## src/rtl/change_dispenser.sv

```systemverilog
// change_dispenser: emits quarter/dime/nickel pulses, largest coin first, for a latched amount.
// Optional COIN_INVENTORY_EN adds per-coin stock counters that gate coin selection.
module change_dispenser #(
  parameter int AMT_W     = 9,
  parameter int PULSE_GAP = 1,
  parameter int INV_W     = 8,
  parameter int INIT_INV  = 20
) (
  input  logic             clk,
  input  logic             rst,
  input  logic             start,
  input  logic [AMT_W-1:0] amount,
  input  logic             refill,
  output logic             busy,
  output logic             done,
  output logic             short,
  output logic [AMT_W-1:0] remaining,
  output logic             outquarter,
  output logic             outdime,
  output logic             outnickel
);
  typedef enum logic [2:0] {IDLE, SELECT, PULSE, GAP, FINISH} state_t;
  typedef enum logic [1:0] {C_Q, C_D, C_N} coin_t;
  localparam int GW = PULSE_GAP > 1 ? $clog2(PULSE_GAP) : 1;
  state_t state;
  coin_t coin;
  logic [GW-1:0] gap_cnt;
  logic q_ok, d_ok, n_ok;
  logic [AMT_W-1:0] val;
`ifdef COIN_INVENTORY_EN
  logic [INV_W-1:0] inv_q, inv_d, inv_n;
  always_comb begin
    q_ok = remaining >= AMT_W'(25) && inv_q != '0;
    d_ok = remaining >= AMT_W'(10) && inv_d != '0;
    n_ok = remaining >= AMT_W'(5) && inv_n != '0;
  end
  // refill takes priority over a same-cycle decrement
  always_ff @(posedge clk) begin
    if (rst || refill) begin
      inv_q <= INV_W'(INIT_INV);
      inv_d <= INV_W'(INIT_INV);
      inv_n <= INV_W'(INIT_INV);
    end else if (state == PULSE) begin
      inv_q <= coin == C_Q ? inv_q - 1'b1 : inv_q;
      inv_d <= coin == C_D ? inv_d - 1'b1 : inv_d;
      inv_n <= coin == C_N ? inv_n - 1'b1 : inv_n;
    end
  end
`else
  logic unused_cfg;
  assign unused_cfg = refill | (INV_W == 0) | (INIT_INV == 0);
  always_comb begin
    q_ok = remaining >= AMT_W'(25);
    d_ok = remaining >= AMT_W'(10);
    n_ok = remaining >= AMT_W'(5);
  end
`endif
  always_comb val = coin == C_Q ? AMT_W'(25) : coin == C_D ? AMT_W'(10) : AMT_W'(5);
  always_ff @(posedge clk) begin
    if (rst) begin
      state      <= IDLE;
      coin       <= C_Q;
      gap_cnt    <= '0;
      busy       <= 1'b0;
      done       <= 1'b0;
      short      <= 1'b0;
      remaining  <= '0;
      outquarter <= 1'b0;
      outdime    <= 1'b0;
      outnickel  <= 1'b0;
    end else begin
      done       <= 1'b0;
      outquarter <= 1'b0;
      outdime    <= 1'b0;
      outnickel  <= 1'b0;
      case (state)
        IDLE: begin
          // a start coinciding with the done pulse is dropped
          busy <= start && !done;
          if (start && !done) begin
            remaining <= amount;
            short     <= 1'b0;
            state     <= SELECT;
          end
        end
        SELECT: begin
          coin  <= q_ok ? C_Q : d_ok ? C_D : C_N;
          state <= (q_ok || d_ok || n_ok) ? PULSE : FINISH;
        end
        PULSE: begin
          outquarter <= coin == C_Q;
          outdime    <= coin == C_D;
          outnickel  <= coin == C_N;
          remaining  <= remaining - val;
          gap_cnt    <= '0;
          state      <= PULSE_GAP > 0 ? GAP : SELECT;
        end
        GAP: begin
          if (gap_cnt == GW'(PULSE_GAP - 1)) state <= SELECT;
          else gap_cnt <= gap_cnt + 1'b1;
        end
        FINISH: begin
          done  <= 1'b1;
          short <= remaining != '0;
          state <= IDLE;
        end
        default: state <= IDLE;
      endcase
    end
  end
endmodule

```

## config.mk

```make
export PLATFORM = sky130hd
export DESIGN_NAME = change_dispenser
export DESIGN_NICKNAME = d
export VERILOG_FILES = /design/src/rtl/change_dispenser.sv
export SDC_FILE = /design/constraint.sdc
export NUM_CORES = 1
export LEC_CHECK = 0
export CAP_MARGIN = 30
export CORE_MARGIN = 2
export CORE_UTILIZATION = 30
export CTS_CLUSTER_SIZE = 8
export DETAILED_ROUTE_END_ITERATION = 7
export GPL_TIMING_DRIVEN = 1
export MAX_ROUTING_LAYER = met4
export PLACE_DENSITY = 0.59
export SETUP_SLACK_MARGIN = 0.3
export SLEW_MARGIN = 20
export SYNTH_ARGS = -nofsm -noshare
export SYNTH_HDL_FRONTEND = slang
export SYNTH_SLANG_ARGS = --single-unit
```

## constraint.sdc

```tcl
create_clock -name clk -period 4.9 [get_ports clk]
set_input_delay 0.49 -clock clk [delete_from_list [all_inputs] [get_ports clk]]
set_output_delay 0.49 -clock clk [all_outputs]
set_load 0.05 [all_outputs]
```

==> flow_summary.ini, run 1 <==
[critical_path]
required_ns = 5.04
cp_max_fo = 4
end_kind = flip-flop
cp.arrival_ns = 2.31
cp-start-kind = flip-flop
critical_path_class = reg -> reg

[clock_tree]
postCtsHoldBufs = 0
cts_inserted_buffers = 3
postCtsSetupBuffers = 0
clock-sinks = 20
clk_pin_slew_worst_paths_ns = 0.08
htreeDepth = 1
clockBufferDepth = 2
cts-root-buf = clkbuf_8
cts_tree = yes
clock_latency_ns = 0.26
cts.repair.resized = 0

[place]
dpl.cell_count = 207
place_area_mm2 = 0.00146
place_hpwl_um = 2310
port_buffers = 26
gp_congestion = 0.871
dp_slack_ns = 2.76

[detailed_routing]
drc = 0
vias = 1155
ant_nets = 0
wl_per_cell_um = 14.6
firstDrtPassIters = 4
viasPerCell = 5.50
wl_um = 3070
drt_iter0_drc = 37

[grt]
grt_pass1_vias = 1118
grt_util_met3_pct = 4.43
grt_max_degree = 21
busiest_layer = met2
grt_overflow_total = 0
antenna_found_initial = 0
met1_usage_pct = 19.3
grt.met2_usage_pct = 26.5
grt_use_total_pct = 15.7
grt_pass1_wl_um = 5190

[yosys]
synth_cell_type_count = 47
synth-edff-count = 0
synth_compound_area_share_pct = 25.0
synth-xor-area-share_pct = 0.753
synth_area_per_cell_um2 = 8.42
synth_warnings = 0
muxShareOfSynthArea_pct = 0.861
yosys-top-cells-count = 20 x dfxtp_1, 12 x nand2_1, 10 x a21oi_1, 10 x nor2_1, 8 x nor3_1
synth_area_leaders = dfxtp_1 34%, ha_1 5.4%, a21oi_1 4.3%
seq_area_frac_synth_pct = 34.4
async_flop_share_pct = 0
synth_top_family_by_area = simple AND/OR/NAND/NOR gates
synthCells = 138
syn-cell-area_mm2 = 0.00116
netlist.area_leader.share_pct = 34.4
synth_seq_cells = 20
yosysMostFrequentCell = dfxtp_1
synthFlopType = dfxtp_1
synth_fa_ha_area_share_pct = 7.10
synth_top_cell_by_area = dfxtp_1
synthSimpleGateAreaFrac_pct = 27.6
synth_fp_nets = 157

[sta]
slew_violations = 0
fin_crit_sh_pct = 44.3
relSlewSlack_pct = 49.1
setup_violations = 0
fin_crit_ns = 2.17
rsz0062_at_grt = false
skew_ns = 0.00569
worst_slack_ns = 2.73
fin_tns_setup_ns = 0
tightest_slew_ns = 0.761
finalHoldViolCount = 0
hold_slack_ns = 0.466
max_freq_mhz = 461

[power_and_ir_drop]
p_leak_nw = 0.541
ir_worst_vdd_mv = 0.154
power.switching_w = 0.000256
pwr-share-comb_pct = 46.0
clock_power_share_pct = 18.2
swShare_pct = 42.3
pwr-share-seq_pct = 35.8
power_density_mw_per_mm2 = 403
p_int_w = 0.000349

[layout]
final_cell_area_mm2 = 0.00150
fin_cells = 210
antenna_cells = 0
syn_to_final_growth_pct = 29.1
drive_above_1_share_pct = 4.94
nets = 183

[floorplanning]
dieHeight_um = 66.2
die_w_um = 66.2
io_pins = 28
fp.dieArea_mm2 = 0.00439
core_area_mm2 = 0.00369
row_count = 22
initial_utilization_pct = 31.5

[hold_path]
hold_path_class = reg -> reg

[status]
status = completed

[job]
drv_cap = 0
registers in the layout, summed over array words and instances, names as in the netlist:
register / flops
busy: 1
outnickel: 1
outdime: 1
short: 1
remaining: 9
state: 3
done: 1
coin: 2
outquarter: 1
final timing paths:
check | startpoint | endpoint | slack (ns) | depth (start not counted)
worst max-delay path | coin[1] | remaining[4] | 2.73 | 8
worst min-delay path | busy | busy | 0.47 | 2
worst max register to register | coin[1] | remaining[4] | 2.73 | 8
worst min register to register | busy | busy | 0.47 | 2
worst max-delay path, cell delays in order, from the launching register on:
cell and delay (ns):
dfxtp_1 0.33, inv_1 0.10, nand2_1 0.12, ha_1 0.24
fa_1 0.43, nor2b_1 0.22, o21ai_0 0.10, a21o_1 0.16
a2111oi_0 0.36
logic make-up after synthesis:
| logic type | Yosys count |
|---|---|
| simple gates | 56 |
| compound gates | 42 |
| flops | 20 |
| buf+inv | 12 |
| fa+ha+maj | 6 |
| xor+xnor | 1 |
| mux | 1 |
through the flow:
step / util, % / total power [W]
finish: 40.7 / 0.000605
global route: 40.7 / 0.000646
CTS: 40.7 / 0.000607
detailed placement: 39.6 / 0.000499
global placement: 39.6 / 0.000493
floorplan: - / 0.000417
power by group through the flow:
stage / Clock, W / Sequential (W) / Combinational [W]
after floorplan: 0 / 0.000267 / 0.000149
after global placement: 0 / 0.000219 / 0.000274
after detailed placement: 0 / 0.000220 / 0.000279
after CTS: 0.000112 / 0.000217 / 0.000279
after global routing: 0.000120 / 0.000222 / 0.000304
final: 0.000110 / 0.000217 / 0.000278
cell usage in the layout, fill, tap and decap left out, types with 3 or more instances in the layout:
cell / n
nor4_1: 3
nand2b_1: 4
o21ai_0: 7
a31oi_1: 4
clkdlybuf4s50_1: 26
nor2b_1: 3
clkbuf_8: 3
nor3_1: 8
a21oi_1: 10
nand2_1: 12
nor2_1: 10
and2_1: 3
ha_1: 5
inv_1: 7
dfxtp_1: 20
area by class of cell:
class | instances | area, µm²
Multi-Input combinational cell | 106 | 712
Timing Repair Buffer | 26 | 260
Sequential cell | 20 | 400
Clock buffer | 3 | 41.3
Fill cell | 420 | 2190
Inverter | 7 | 26.3
Tap cell | 48 | 60.1
routing by layer:
layer,vias up,share of wire (%)
li1,574,-
met1,552,46
met2,29,49
met3,0,5.4
met4,0,0
met5,-,0
Note: power is estimated with default switching activity, not from simulation.
==> run 2: changes to the inputs <==
==> constraint.sdc (replaced) <==
create_clock -name clk -period 2.3 [get_ports clk]
set_input_delay 0.23 -clock clk [delete_from_list [all_inputs] [get_ports clk]]
set_output_delay 0.23 -clock clk [all_outputs]
set_load 0.05 [all_outputs]
==> flow_summary.ini, run 2 (synthesis results as in run 1) <==
[floorplanning]
dieHeight_um = 66.2
io_pins = 28
initial_utilization_pct = 31.5
core_area_mm2 = 0.00369
row_count = 22
die_w_um = 66.2
fp.dieArea_mm2 = 0.00439

[sta]
slew_violations = 0
tightest_slew_ns = 0.786
relSlewSlack_pct = 47.4
fin_crit_ns = 2.00
max_freq_mhz = 501
rsz0062_at_grt = true
fin_tns_setup_ns = 0
finalHoldViolCount = 0
skew_ns = 0.00834
worst_slack_ns = 0.303
setup_violations = 0
fin_crit_sh_pct = 86.8

[clock_tree]
postCtsHoldBufs = 0
cts-root-buf = clkbuf_8
cts_inserted_buffers = 3
clockBufferDepth = 2
clock-sinks = 20
htreeDepth = 1
clock_latency_ns = 0.27
clk_pin_slew_worst_paths_ns = 0.09
cts_tree = yes

[critical_path]
critical_path_class = reg -> reg
rrSetupSlack_ns = 0.30
regToRegStartpoint = coin[0]
end_kind = flip-flop
crit_end = remaining[4]
reg2reg_depth = 7
crit_slowest_cell = dfxtp_1
cp-start-kind = flip-flop
cp_max_fo = 4
cp_cell_sequence = nand2_2 > ha_2 > fa_2 > nor2b_4 > o21ai_0 > a21o_1 > a2111oi_2
cp.arrival_ns = 2.14
required_ns = 2.45
max_stage_delay_ns = 0.41
crit_start = coin[0]
r2r-end = remaining[4]

[grt]
grt_use_total_pct = 15.0
grt_pass1_vias = 1072
grt_pass1_wl_um = 4940
antenna_found_initial = 0
grt_max_degree = 21
grt_overflow_total = 0

[layout]
antenna_cells = 0
layout_commonest_cell = clkdlybuf4s50_1
top_register = remaining
drive_above_1_share_pct = 13.3
reg_top3 = remaining x9, state x3, coin x2
final_cell_mix = 26 x clkdlybuf4s50_1, 16 x dfxtp_1, 11 x nand2_1
nets = 185
nFillCells = 396
largest_reg_flops = 9
final_cell_area_mm2 = 0.00159
syn_to_final_growth_pct = 36.5

[detailed_routing]
drt_iter0_drc = 61
drc = 0
vias = 1171
ant_nets = 0
wl_per_cell_um = 14.4
wl_um = 3070
firstDrtPassIters = 4
viasPerCell = 5.50

[job]
drv_cap = 0

[power_and_ir_drop]
pwr-share-comb_pct = 43.6
power_density_mw_per_mm2 = 928
clock_power_share_pct = 24.8
pwr-share-seq_pct = 31.6
ir_worst_vdd_mv = 0.549
p_int_w = 0.000896
p_leak_nw = 0.571
power.switching_w = 0.000576
swShare_pct = 39.1

[place]
port_buffers = 26
gp_congestion = 0.820
dp_slack_ns = 0.145
place_hpwl_um = 2210
place_area_mm2 = 0.00147

[status]
status = completed

[hold_path]
hold_path_class = reg -> reg
[run 2: cell count changes in the layout (fill, tap and decap cells not counted), sizes merged]
cell | before | now
bufinv | 0 | 1
buf | 0 | 2
[run 2: timing repair]
item,CTS,global route
pin swaps,0,1
setup buffers,0,1
gates cloned,0,0
gates resized for setup,4,6
endpoints found under the setup margin,4,4
endpoints found under the hold margin,0,0
[run 2: metal layers]
| layer | vias to the layer above | global-route usage (%) | share of wire, % |
|---|---|---|---|
| met5 | - | - | 0 |
| met4 | 0 | 5.10 | 1.1 |
| met3 | 4 | 3.24 | 6.2 |
| met2 | 36 | 22.8 | 46 |
| met1 | 557 | 19.7 | 46 |
| li1 | 574 | - | - |
[run 2: worst min-delay path by stage]
stage          startpoint      endpoint  slack (ns)  cells past startpoint
2_1_floorplan   amount[1]  remaining[1]        0.38                      2
3_3_place_gp         busy          busy        0.45                      2
3_5_place_dp         busy          busy        0.46                      2
4_1_cts              busy          busy        0.47                      2
5_1_grt              busy          busy        0.49                      2
6_report             busy          busy        0.47                      2
[run 2: stage by stage]
step	hold slack, ns	power, W	util (%)	instances
floorplan	0.379	0.000891	-	138
global placement	0.448	0.00106	39.9	208
detailed placement	0.460	0.00106	39.9	208
CTS	0.471	0.00144	42.3	212
global route	0.488	0.00155	43.0	213
finish	0.468	0.00147	43.0	213
[run 2: layout make-up]
class / instances / area [µm²] / share of cell area (%)
Clock buffer: 3 / 41.3 / 2.60
Clock inverter: 1 / 30.0 / 1.89
Inverter: 7 / 26.3 / 1.66
Multi-Input combinational cell: 106 / 748 / 47.2
Sequential cell: 20 / 405 / 25.6
Tap cell: 48 / 60.1 / 3.79
Timing Repair Buffer: 28 / 275 / 17.4
[run 2: power by group through the flow]
stage | logic, W | clock network (W) | registers, W
2_1_floorplan | 0.000318 | 0 | 0.000573
3_3_place_gp | 0.000588 | 0 | 0.000468
3_5_place_dp | 0.000591 | 0 | 0.000471
4_1_cts | 0.000611 | 0.000364 | 0.000465
5_1_grt | 0.000698 | 0.000379 | 0.000476
6_report | 0.000642 | 0.000364 | 0.000465
[run 2: critical path: cells and delay by family, from the launching register on]
| kind | cells | cell delay, ns |
|---|---|---|
| AO/OA/AOI/OAI | 3 | 0.62 |
| adder cells (fa/ha/maj) | 2 | 0.59 |
| flip-flops | 1 | 0.41 |
| AND/OR/NAND/NOR | 2 | 0.25 |
==> run 3: changes to the inputs <==
--- a/config.mk
+++ b/config.mk
@@ -6,6 +6,7 @@
 export NUM_CORES = 1
 export LEC_CHECK = 0
 export CAP_MARGIN = 30
+export CORE_ASPECT_RATIO = 0.6
 export CORE_MARGIN = 2
 export CORE_UTILIZATION = 30
 export CTS_CLUSTER_SIZE = 8
@@ -13,7 +14,7 @@
 export GPL_TIMING_DRIVEN = 1
 export MAX_ROUTING_LAYER = met4
 export PLACE_DENSITY = 0.59
-export SETUP_SLACK_MARGIN = 0.3
+export SETUP_SLACK_MARGIN = 0.1
 export SLEW_MARGIN = 20
 export SYNTH_ARGS = -nofsm -noshare
 export SYNTH_HDL_FRONTEND = slang
==> flow_summary.ini, run 3 (synthesis results as in run 1) <==
[status]
status = completed

[sta]
setup_violations = 0
hold_slack_ns = 0.458
fin_crit_sh_pct = 89.2
finalHoldViolCount = 0
fin_tns_setup_ns = 0
skew_ns = 0.0108
fin_crit_ns = 2.05
slew_violations = 0
max_freq_mhz = 487
rsz0062_at_grt = false
tightest_slew_ns = 0.636
relSlewSlack_pct = 57.5

[detailed_routing]
firstDrtPassIters = 4
drt_iter0_drc = 127
wl_per_cell_um = 15.0
viasPerCell = 5.49
wl_um = 3190
vias = 1170
drc = 0
ant_nets = 0

[hold_path]
min_path_cells = 2
hold_path_class = reg -> reg
min_from = busy
min_to = busy

[clock_tree]
cts-root-buf = clkbuf_8
clock_latency_ns = 0.27
cts_inserted_buffers = 3
clock-sinks = 20
clockBufferDepth = 2
clk_pin_slew_worst_paths_ns = 0.09
postCtsHoldBufs = 0
cts_tree = yes
htreeDepth = 1

[layout]
antenna_cells = 0
layout_commonest_cell = clkdlybuf4s50_1
top_register = remaining
reg_top3 = remaining x9, state x3, coin x2
fin_cells = 213
final_cell_mix = 26 x clkdlybuf4s50_1, 19 x dfxtp_1, 11 x nand2_1
largest_reg_flops = 9
nets = 186
drive_above_1_share_pct = 10.8
syn_to_final_growth_pct = 35.8

[floorplanning]
row_count = 17
dieHeight_um = 52.2
die_w_um = 84.4
io_pins = 28
initial_utilization_pct = 31.4
core_area_mm2 = 0.00370
fp.dieArea_mm2 = 0.00440

[power_and_ir_drop]
pwr-share-comb_pct = 43.5
p_leak_nw = 0.571
clock_power_share_pct = 24.9
ir_worst_vdd_mv = 0.373
power_density_mw_per_mm2 = 920
swShare_pct = 39.2
p_int_w = 0.000883
power.switching_w = 0.000569
pwr-share-seq_pct = 31.6

[critical_path]
cp_max_fo = 4
r2r-end = remaining[4]
rrSetupSlack_ns = 0.25
cp-start-kind = flip-flop
required_ns = 2.46
cp.arrival_ns = 2.22
regToRegStartpoint = coin[1]
reg2reg_depth = 8
critical_path_class = reg -> reg
end_kind = flip-flop

[grt]
grt_max_degree = 15
grt_use_total_pct = 16.1
grt_overflow_total = 0
grt_pass1_vias = 1056
grt_pass1_wl_um = 5240
antenna_found_initial = 0

[place]
place_hpwl_um = 2340
gp_congestion = 0.866
port_buffers = 26
dpl.cell_count = 209

[job]
drv_cap = 0
[run 3: changes by cell type in the layout (fill, tap and decap cells not counted), sizes merged]
| cell | delta |
|---|---|
| buf | +1 |
[run 3: routing by layer]
metal,share of wire [%],vias up,global-route usage (%)
li1,-,575,-
met1,49,545,21.8
met2,42,46,25.0
met3,8.4,4,3.94
met4,0.53,0,3.17
met5,0,-,-
[run 3: final cells by class]
class	count	area, µm²
fillers	368	2120
multi-input cells	106	738
flip-flops and latches	20	402
repair buffers	29	283
well taps	47	58.8
clock buffers	3	41.3
clock inverters	1	30.0
inverters	7	26.3
[run 3: worst max-delay path, stage by stage (launching register included)]
cell and delay (ns):
dfxtp_1 0.35, inv_1 0.12, nand2_2 0.09, ha_1 0.22, fa_2 0.37, nor2b_2 0.16, o21ai_0 0.10, a21o_1 0.19
a2111oi_2 0.35
[run 3: timing repair]
| item | 4_1_cts | 5_1_grt |
|---|---|---|
| setup endpoints to repair | 0 | 4 |
| buffers inserted | 0 | 0 |
| gates resized for setup | 0 | 6 |
[run 3: how the worst max path moves through the flow]
stage	start	cells after the start	to	slack [ns]
after floorplan	remaining[1]	6	remaining[4]	0.17
after global placement	coin[1]	8	remaining[4]	0.20
after detailed placement	coin[1]	8	remaining[4]	0.16
after CTS	coin[1]	8	remaining[4]	0.11
after global routing	coin[1]	8	remaining[4]	0.09
final	coin[1]	8	remaining[4]	0.25
[run 3: power groups by stage]
stage	Combinational, W	Sequential [W]	Clock [W]
finish	0.000632	0.000459	0.000361
floorplan	0.000318	0.000570	0
global placement	0.000600	0.000461	0
global route	0.000693	0.000468	0.000388
CTS	0.000608	0.000456	0.000369
detailed placement	0.000602	0.000464	0
[run 3: per-stage QoR]
stage                     power [W]  worst slack (ns)  area, µm²  utilization [%]
after global routing        0.00155            0.0851       1580             42.7
final                       0.00145             0.247       1580             42.7
after CTS                   0.00143             0.106       1550             42.0
after floorplan            0.000888             0.172       1160                -
after detailed placement    0.00107             0.161       1480             40.0
after global placement      0.00106             0.197       1480             40.0
